===== src/rtl/ge_speed_sel.sv =====
// ge_speed_sel: debounced GMII/MII speed tracker with GE hold-off and a gated,
// glitch-safe sequence driving the 125 MHz / PHY TXCLK mux select.
module ge_speed_sel #(
    parameter int SYNC_STAGES  = 2,
    parameter int DEBOUNCE     = 16,
    parameter int HOLD_CYCLES  = 24'hFFFFFF,
    parameter int GUARD_CYCLES = 8,
    parameter int TIMER_W      = 28
) (
    input  logic       SYS_CLK,
    input  logic       RESET,
    input  logic       GMII_GE_IND,
    input  logic       MII_100_IND,
    input  logic       FORCE_EN,
    input  logic [1:0] FORCE_MODE,
    output logic [1:0] SPEED,
    output logic       CLK_SEL,
    output logic       TX_CE,
    output logic       SWITCH_BUSY,
    output logic       LINK_CHANGE,
    output logic [7:0] SWITCH_CNT
);
    localparam logic [1:0] S_IDLE   = 2'd0;
    localparam logic [1:0] S_GATE   = 2'd1;
    localparam logic [1:0] S_SWAP   = 2'd2;
    localparam logic [1:0] S_SETTLE = 2'd3;
    localparam logic [1:0] GE       = 2'b10;
    localparam int DW = $clog2(DEBOUNCE + 1);
    localparam int GW = $clog2(GUARD_CYCLES + 1);

    logic [SYNC_STAGES-1:0] ge_sync, m100_sync;
    logic [1:0]             raw, cand, acc, tracked, target, state;
    logic [DW-1:0]          deb_cnt;
    logic [TIMER_W-1:0]     hold_tmr;
    logic [GW-1:0]          guard;
    logic                   ge_seen, hold_ge;

    assign raw         = ge_sync[SYNC_STAGES-1] ? GE : {1'b0, m100_sync[SYNC_STAGES-1]};
    assign hold_ge     = ge_seen && hold_tmr != TIMER_W'(HOLD_CYCLES);
    assign tracked     = (acc == GE || hold_ge) ? GE : acc;
    assign target      = FORCE_EN ? (FORCE_MODE[1] ? GE : FORCE_MODE) : tracked;
    assign SWITCH_BUSY = state != S_IDLE;

    always_ff @(posedge SYS_CLK or posedge RESET) begin
        if (RESET) begin
            ge_sync   <= '0;
            m100_sync <= '0;
            cand      <= 2'b00;
            acc       <= 2'b00;
            deb_cnt   <= '0;
            hold_tmr  <= '0;
            ge_seen   <= 1'b0;
        end else begin
            ge_sync   <= {ge_sync[SYNC_STAGES-2:0], GMII_GE_IND};
            m100_sync <= {m100_sync[SYNC_STAGES-2:0], MII_100_IND};
            if (raw != cand) begin
                cand    <= raw;
                deb_cnt <= '0;
            end else if (deb_cnt == DW'(DEBOUNCE - 1))
                acc <= cand;
            else
                deb_cnt <= deb_cnt + DW'(1);
            // ge_seen keeps a never-GE link from being held at GE out of reset
            if (acc == GE) begin
                hold_tmr <= '0;
                ge_seen  <= 1'b1;
            end else if (hold_ge)
                hold_tmr <= hold_tmr + TIMER_W'(1);
        end
    end

    always_ff @(posedge SYS_CLK or posedge RESET) begin
        if (RESET) begin
            state       <= S_SETTLE;
            guard       <= '0;
            SPEED       <= 2'b00;
            CLK_SEL     <= 1'b0;
            TX_CE       <= 1'b0;
            LINK_CHANGE <= 1'b0;
            SWITCH_CNT  <= 8'd0;
        end else begin
            LINK_CHANGE <= 1'b0;
            case (state)
                S_IDLE:
                    if (target != SPEED) begin
                        state <= S_GATE;
                        guard <= '0;
                        TX_CE <= 1'b0;
                    end
                S_GATE:
                    if (guard == GW'(GUARD_CYCLES - 1))
                        state <= S_SWAP;
                    else
                        guard <= guard + GW'(1);
                S_SWAP: begin
                    SPEED   <= target;
                    CLK_SEL <= target == GE;
                    guard   <= '0;
                    state   <= S_SETTLE;
                    if (target != SPEED) begin
                        LINK_CHANGE <= 1'b1;
                        SWITCH_CNT  <= SWITCH_CNT + {7'd0, SWITCH_CNT != 8'hFF};
                    end
                end
                default:
                    if (guard == GW'(GUARD_CYCLES - 1)) begin
                        state <= S_IDLE;
                        TX_CE <= 1'b1;
                    end else
                        guard <= guard + GW'(1);
            endcase
        end
    end
endmodule


===== config.mk =====
export PLATFORM = sky130hd
export DESIGN_NAME = ge_speed_sel
export DESIGN_NICKNAME = d
export VERILOG_FILES = /design/src/rtl/ge_speed_sel.sv
export SDC_FILE = /design/constraint.sdc
export NUM_CORES = 1
export LEC_CHECK = 0
export CAP_MARGIN = 20
export CORE_ASPECT_RATIO = 0.6
export CORE_MARGIN = 3
export CORE_UTILIZATION = 55
export CTS_BUF_LIST = sky130_fd_sc_hd__clkbuf_8
export DETAILED_ROUTE_END_ITERATION = 8
export PLACE_DENSITY = 0.87
export SYNTH_ARGS = -nofsm -noshare
export SYNTH_HDL_FRONTEND = slang
export SYNTH_SLANG_ARGS = --single-unit

===== constraint.sdc =====
create_clock -name SYS_CLK -period 2.6 [get_ports SYS_CLK]
set_input_delay 0.39 -clock SYS_CLK [delete_from_list [all_inputs] [get_ports SYS_CLK]]
set_output_delay 0.39 -clock SYS_CLK [all_outputs]
set_load 0.02 [all_outputs]

Word level (Yosys, flattened, before mapping)
Cells that the tools add are included.
{"block": "word_totals", "out_inout_bits": 14, "elab_cells": 67, "regBits": 61, "inputBits": 7}
{"block": "classes", "bitwise": 2, "muxes": 20, "eq_ne": 14, "add_sub_neg": 4, "n_reduce_logical": 13}
{"operator": "2-to-1 mux 28 bit", "n": 2}
{"operator": "adder 28 x 1 -> 28 bit, second input constant", "n": 1}
{"operator": "!= test 28 x 24 -> 1 bit, second input constant", "n": 1}
{"operator": "2-to-1 mux 2 bit", "n": 7}
{"operator": "2-to-1 mux 5 bit", "n": 2}
{"operator": "adder 8 x 1 -> 8 bit", "n": 1}
{"operator": "2-to-1 mux 4 bit", "n": 2}
{"operator": "!= test 8 bit, second input constant", "n": 1}
{"operator": "case mux 4 bit (2 select lines)", "n": 1}
{"operator": "equality test 2 bit, second input constant", "n": 3}
{"operator": "!= test 2 bit, second input constant", "n": 3}
{"operator": "case mux 2 bit (3 select lines)", "n": 1}
{"operator": "AND reduction 2 bit", "n": 3}
{"operator": "AND reduction 3 bit", "n": 2}
{"operator": "nonzero test 2 bit", "n": 3}
{"operator": "adder 5 x 1 -> 5 bit, second input constant", "n": 1}
{"operator": "equality test 5 x 4 -> 1 bit, second input constant", "n": 1}
{"operator": "adder 4 x 1 -> 4 bit, second input constant", "n": 1}
{"operator": "equality test 4 x 3 -> 1 bit, second input constant", "n": 1}
{"operator": "2-to-1 mux 1 bit", "n": 4}
{"operator": "!= test 2 bit", "n": 2}
{"operator": "!= test 3 x 1 -> 1 bit, second input constant", "n": 1}
{"operator": "nonzero test 3 bit", "n": 1}
{"operator": "equality test 2 x 1 -> 1 bit, second input constant", "n": 1}
{"operator": "other kinds (6)", "n": 7}

Longest topological paths before layout
Gate-level depths: netlist (run 1).
{"block": "logic_depth", "word_depth": 8, "depth_mapped": 9, "mapped_depth_nobuf": 9}

Worst setup path before layout (run 1)
OpenSTA, ideal clock, no wires.
{"block": "synth_timing", "kind": "flip-flop to flip-flop", "start": "reg hold_tmr[27]", "end": "reg guard[0]", "synth_period_minus_slack_ps": 2391, "setup_ps": 125, "arrival_time_ps": 2266, "setup_slack_ps": 209, "path_stages_with_launch": 7, "path_buffers": 0, "t_required_ps": 2475, "cell_sequence": "dfrtp_1 > or4_4 > nor4_4 > a2111oi_1 > a311o_4 > o32ai_4 > mux2_4"}
{"block": "synth_via", "elab_chain_len": 8}
{"element": "start, declared", "line": "34", "text": "logic [TIMER_W-1:0] hold_tmr;"}
{"element": "start signal, assigned", "line": "68", "text": "hold_tmr <= hold_tmr + TIMER_W'(1);"}
{"element": "!= test 28 x 24 -> 1 bit", "line": "39", "text": "assign hold_ge = ge_seen && hold_tmr != TIMER_W'(HOLD_CYCLES);"}
{"element": "logical AND 1 bit", "line": "39"}
{"element": "logical OR 1 bit", "line": "40", "text": "assign tracked = (acc == GE || hold_ge) ? GE : acc;"}
{"element": "2-to-1 mux 2 bit", "line": "40"}
{"element": "2-to-1 mux 2 bit", "line": "41", "text": "assign target = FORCE_EN ? (FORCE_MODE[1] ? GE : FORCE_MODE) : tracked;"}
{"element": "!= test 2 bit", "line": "85", "text": "if (target != SPEED) begin"}
{"element": "!= test 2 bit (no source line)"}
{"element": "AND reduction 2 bit (no source line)"}
{"element": "end signal, assigned", "line": "94", "text": "guard <= guard + GW'(1);"}
{"element": "end signal, assigned", "line": "110", "text": "guard <= guard + GW'(1);"}
{"element": "end, declared", "line": "35", "text": "logic [GW-1:0] guard;"}
Every way passes these cells.
A chain may end at the register's enable or synchronous reset.

Worst setup path in the final report (run 1)
{"block": "layout_timing", "start": "reg hold_tmr[24]", "end": "reg guard[0]"}
Same word-level chain as after synthesis.

==> out/metrics.csv, run 1 <==
metric,value,unit
crit_end,guard[0],
antenna_left,0,
violations,negative setup slack,
wl_met1,3.09,mm
max_freq,382,MHz
wl_per_cell,16.7,um
globalRoute.totalOverflow,0,
end_kind,flip-flop,
crit_arrival,2840,ps
grt_usage,22.3,%
powerDensity,788,nW/um2
grt_max_degree,34,
synth_top_family_by_area,simple AND/OR/NAND/NOR gates,
hold_violations,0,
cp_slowest_cell,or4_4,
wl_met3,314,um
clock_path_buffers,2,
numClockSinks,61,
syn_inst,298,
cts_inserted_buffers,9,
yosysSeqAreaShare,49.3,%
synth_seq_cells,61,
h-tree-depth,3,
grt_pass1_wl,11.3,mm
io_buffers,20,
synth_simple_gate_area_share,20.6,%
worst_ep_required_time,2820,ps
rows,20,
syn_to_final_growth,19.4,%
reg2reg_depth,7,
synth_area,3100,um2
crit_fanout,5,
finish.utilization,70.5,%
nets,350,
drt_iter0_drc,97,
synthMuxAreaShare,2.26,%
fin_crit,2620,ps
p_leak,1.70,nW
die_w,103,um
clock_skew,4.90,ps
clkTransAtPathRegs,60,ps
r2r_start,hold_tmr[24],
top_layer,met4,
rsz0062_at_grt,true,
fp.dieArea,6610,um2
synth-async-reset-ratio,100,%
synth-compound-area-share,11.2,%
setup.worst_path.start,hold_tmr[24],
crit_path_cell_trace,"or4_4, nor4_4, buf_4, a2111oi_4, a311o_4, o32ai_4, mux2_4",
criticalPathCategory,reg -> reg,
worst_pin_slew,604,ps
synth_xor_area_share,10.4,%
fin_ws,-17.5,ps
ys_warn_count,0,
synth_cell_types,48,
post-dp-hpwl,4.47,mm
vias_per_cell,5.86,
dr.pass1.iters,4,
hp-class,reg -> reg,
drt-total-wl,6.76,mm
drc_errors,0,
start_util,59.1,%
n_antenna_cell,0,
setup_viol,1,
min_period_over_period,101,%
synth_edf_count,0,
cap_violations,0,
ir_worst_vdd,525,uV
fp.dieH,64.2,um
place_congestion,0.796,
r2r_end,guard[0],
wl_met2,3.27,mm
slew_headroom,59.7,%
clk_latency,340,ps
route.vias.total,2375,
cts_tree,yes,
grt_pass1_vias,2357,
syn-mean-instance-area,10.4,um2
setup-tns-final,-17.5,ps
fillers,378,
io_pins,21,
synthFlopType,dfrtp_1,
root_buffer,clkbuf_8,
drv_slew,0,
r2r_slack,-20,ps
core_area,5260,um2
startpoint_type,flip-flop,
critPathMaxStageDelay,530,ps
drive_gt1_share,14.5,%
status,finished with violations,
synthesis.nets,314,
antenna_found_initial,0,
synthAdderAreaFrac,3.63,%
[power breakdown]
part | internal [mW] | leakage [nW] | total (mW) | switching, mW
Clock | 0.458 | 0.105 | 0.820 | 0.362
Combinational | 0.409 | 0.797 | 0.858 | 0.450
Sequential | 1.09 | 0.801 | 1.24 | 0.156
[logic make-up after synthesis]
logic type	after synthesis
DFF	61
AOI/OAI and AO/OA	43
adders and majority gates	9
muxes	6
buffers and inverters	22
xor gates and xnor gates	37
and+or+nand+nor	120
[metrics by stage]
| step | cells | hold slack [ps] | worst slack [ps] | power [mW] | instance area [um2] |
|---|---|---|---|---|---|
| floorplan | 298 | 331 | 209 | 1.73 | 3100 |
| global placement | 386 | 338 | 64.2 | 2.02 | 3450 |
| detailed placement | 386 | 345 | -27.6 | 2.06 | 3450 |
| CTS | 402 | 360 | 59.4 | 2.89 | 3640 |
| global route | 405 | 379 | -106 | 3.09 | 3710 |
| finish | 405 | 360 | -17.5 | 2.92 | 3710 |
[repair_timing]
| item | CTS | global route |
|---|---|---|
| gates resized for setup | 0 | 6 |
| setup buffers | 0 | 3 |
| hold buffers | 0 | 0 |
| endpoints found under the setup margin | 0 | 4 |
[critical path: cells and delay by family (launching register included)]
family	cells	cell delay, ps
AO/OA/AOI/OAI	3	810
flip-flops	1	410
multiplexers	1	320
buffers and inverters	1	210
AND/OR/NAND/NOR	2	760
[synth_stat cells (all sizes together), types with 2 or more instances]
cell type,count,area (um2)
and4,2,17.5
a21oi,10,50.1
xor2,25,219
nor2,42,158
nand4,14,87.6
nor3,4,20.0
nor4,2,42.5
mux2,5,60.1
nand2b,3,18.8
xnor2,12,105
o32ai,2,55.1
inv,13,48.8
or2,2,12.5
o21ai,9,48.8
nor2b,6,37.5
nand2,12,45.0
a211oi,4,30.0
dfstp,2,52.6
and3,12,75.1
o211ai,2,15.0
and2,3,20.0
a31oi,2,12.5
nand3,14,70.1
nand3b,2,15.0
dfrtp,59,1480
clkbuf,9,33.8
ha,9,113
[cell usage in the layout, fill, tap and decap left out, types with 2 or more instances in the layout]
cell type,count
a211oi_1,4
mux2_1,2
xnor2_1,12
nor2b_1,6
o32ai_4,2
o21ai_0,8
mux2_4,2
a31oi_1,2
a21oi_1,10
buf_4,13
nand2_1,12
dfstp_2,2
and2_1,2
nand3b_1,2
inv_1,14
and3_1,12
o211ai_1,2
clkinv_2,2
or2_2,2
clkdlybuf4s50_1,20
nand3_1,14
nand2b_1,3
nor3_1,4
xor2_1,25
ha_1,9
clkbuf_8,10
nor4_4,2
nand4_1,14
nor2_1,42
and4_1,2
dfrtp_1,59
[layer usage]
metal  vias up  global-route usage (%)
li1       1120                       -
met1      1179                    29.6
met2        66                    34.9
met3        10                    7.20
met4         0                    6.79
met5         -                       0
[layout make-up]
type / count / area (um2) / area share [%]
Clock inverter: 6 / 55.1 / 1.49
Multi-Input combinational cell: 215 / 1540 / 41.4
Inverter: 13 / 48.8 / 1.32
Sequential cell: 61 / 1530 / 41.3
Tap cell: 66 / 82.6 / 2.23
Clock buffer: 10 / 138 / 3.71
Timing Repair Buffer: 34 / 318 / 8.58
[worst min-delay path by stage]
stage                     slack [ps]    startpoint      endpoint  depth (start not counted)
after detailed placement         340  m100_sync[0]  m100_sync[1]                          0
after CTS                        360  m100_sync[0]  m100_sync[1]                          0
after global routing             380    ge_sync[0]    ge_sync[1]                          0
after global placement           340    ge_sync[0]    ge_sync[1]                          0
after floorplan                  330    ge_sync[0]    ge_sync[1]                          0
final                            360  m100_sync[0]  m100_sync[1]                          0
[sequential cells by signal (all words and copies together) (netlist names)]
name         count
CLK_SEL          1
LINK_CHANGE      1
SPEED            2
SWITCH_CNT       8
TX_CE            1
acc              2
cand             2
deb_cnt          5
ge_seen          1
ge_sync          2
guard            4
hold_tmr        28
m100_sync        2
state            2
Power figures use the tool's default switching activity.
==> run 2, diff against run 1 <==
CORE_UTILIZATION = 35   (was 55)
PLACE_DENSITY = 0.64   (was 0.87)
clock period = 3.1 ns   (was 2.6 ns; I/O delays follow)
==> run 2 against run 1 <==
The flow now finishes without violations. Core utilization decreased by 26 points. Critical path depth decreased by 1. First-iteration DRC count increased by 64%. Non-clock buffer count decreased by 8. Power decreased by 15%. Cell area decreased by 0.88%. Flip-flop and latch count unchanged. Wire length decreased by 11%. Via count decreased by 7.1%. Global-route usage decreased by 8.8 points. Final cell count increased by 8.4%. Sequential power decreased by 18%. Critical path type unchanged. Largest power group unchanged.
==> out/metrics.csv, run 2 (same netlist as run 1, synthesis figures left out) <==
metric,value,unit,change
drive_gt1_share,12.1,%,-2.4 points
hold_end,m100_sync[1],,
end_kind,flip-flop,,
powerDensity,675,nW/um2,-14%
top_regs,"hold_tmr x28, SWITCH_CNT x8, deb_cnt x5",,
grt_max_degree,40,,+18%
crit_arrival,2780,ps,-60 ps
rows,25,,+25%
top_register,hold_tmr,,
startpoint_type,flip-flop,,
grt_util_met3,4.84,%,-2.4 points
postCtsSetupRepairBufs,0,,unchanged
cts_hold_buf,0,,unchanged
antenna_found_initial,0,,unchanged
globalRoute.totalOverflow,0,,unchanged
wl_per_cell,13.7,um,-18%
vias_per_cell,5.03,,-14%
slew_headroom,44.8,%,-15 points
min_period_over_period,82.3,%,-18 points
root_buffer,clkbuf_8,,
grt_pass1_wl,10.7,mm,-5.8%
mostFrequentLayoutCells,"dfrtp_1 (59), nor2_1 (42), xor2_1 (25)",,
worst_pin_slew,826,ps,+223 ps
route.vias.total,2207,,-7.1%
h-tree-depth,3,,unchanged
fp.dieArea,10100,um2,+52%
drc_errors,0,,unchanged
p_total,2.48,mW,-15%
io_pins,21,,unchanged
nets,342,,-2.3%
dr.pass1.iters,4,,unchanged
setup-tns-final,0,ps,+17.5 ps
n_antenna_cell,0,,unchanged
critPathMaxStageDelay,560,ps,+30 ps
cts_resized,0,,unchanged
r2r_start,hold_tmr[27],,
die_w,128,um,+24%
r2r_end,SWITCH_CNT[1],,
core_area,8230,um2,+57%
mostFrequentLayoutCell,dfrtp_1,,
crit_path_cell_trace,"or4_4, nor4_4, nand2_1, o32ai_4, o21ai_2, mux2_1",,
top_usage_layer,met1,,
criticalPathCategory,reg -> reg,,
largest_reg_flops,28,,unchanged
cap_violations,0,,unchanged
max_freq,392,MHz,+2.6%
antenna_left,0,,unchanged
drt_iter0_drc,159,,+64%
clkTransAtPathRegs,70,ps,about the same
grt_usage,13.5,%,-8.8 points
fillers,783,,+110%
ir_worst_vdd,267,uV,-49%
post-dp-hpwl,4.25,mm,-5.1%
status,finished clean,,
hold_path_depth,0,,unchanged
place_congestion,0.854,,+7.2%
fin_crit,2550,ps,-65.6 ps
p_leak,1.66,nW,-2.7%
r2r_slack,550,ps,+570 ps
reg2reg_depth,6,,-1
grtUsageMet2,17.8,%,-17 points
min_from,m100_sync[0],,
fp.dieH,79.0,um,+23%
syn_to_final_growth,18.3,%,
rsz0062_at_grt,false,,
clk_latency,340,ps,about the same
clock_path_buffers,2,,unchanged
crit_fanout,8,,+3
cp_slowest_cell,or4_4,,
clock_skew,7.87,ps,+2.97 ps
numClockSinks,61,,unchanged
cts_tree,yes,,
start_util,37.7,%,-21 points
io_buffers,20,,unchanged
hold_violations,0,,unchanged
hp-class,reg -> reg,,
grt_pass1_vias,2182,,-7.4%
cts_inserted_buffers,9,,unchanged
worst_ep_required_time,3330,ps,+510 ps
setup_viol,0,,-1
met1_usage,19.8,%,-9.8 points
drv_slew,0,,unchanged
drt-total-wl,6.00,mm,-11%
==> run 2: power breakdown <==
| group | switching (mW) | leakage, nW | internal, mW |
|---|---|---|---|
| logic | 0.348 | 0.746 | 0.317 |
| registers | 0.112 | 0.801 | 0.911 |
| clock network | 0.335 | 0.110 | 0.456 |
| total | 0.795 | 1.66 | 1.68 |
==> run 2: critical path, delay by kind of cell (launching register included) <==
kind / cells / cell delay [ps]
AOI/OAI and AO/OA: 2 / 690
DFF: 1 / 390
muxes: 1 / 330
and+or+nand+nor: 3 / 1020
==> run 2: metal layers <==
metal / share of wire, % / up-vias
li1: - / 1103
met1: 53 / 1059
met2: 41 / 39
met3: 4.6 / 6
met4: 1.3 / 0
met5: 0 / -
==> run 2: stage by stage <==
| stage | setup slack, ps | area (um2) | std cells | util, % | hold WS [ps] |
|---|---|---|---|---|---|
| after global placement | 352 | 3450 | 423 | 41.9 | 336 |
| after floorplan | 709 | 3100 | 298 | - | 331 |
| final | 548 | 3670 | 439 | 44.7 | 352 |
| after global routing | 401 | 3670 | 439 | 44.7 | 365 |
| after CTS | 546 | 3670 | 439 | 44.7 | 353 |
| after detailed placement | 308 | 3450 | 423 | 41.9 | 336 |
==> run 2: how the worst max path moves through the flow <==
| stage | start | end | slack, ps |
|---|---|---|---|
| 3_5_place_dp | FORCE_EN | guard[0] | 310 |
| 6_report | hold_tmr[27] | SWITCH_CNT[1] | 550 |
| 5_1_grt | hold_tmr[24] | SWITCH_CNT[0] | 400 |
| 3_3_place_gp | FORCE_EN | guard[0] | 350 |
| 2_1_floorplan | hold_tmr[27] | guard[0] | 710 |
| 4_1_cts | hold_tmr[27] | SWITCH_CNT[0] | 550 |
==> run 2: area by class of cell <==
type                       count  area, um2  area share, %
clock buffer                   9        124           3.37
sequential                    61       1530           41.6
multi-input combinational    215       1490           40.6
clock inverter                 7       98.8           2.69
inverter                      13       48.8           1.33
tap                          108        135           3.68
timing repair buffer          26        245           6.68
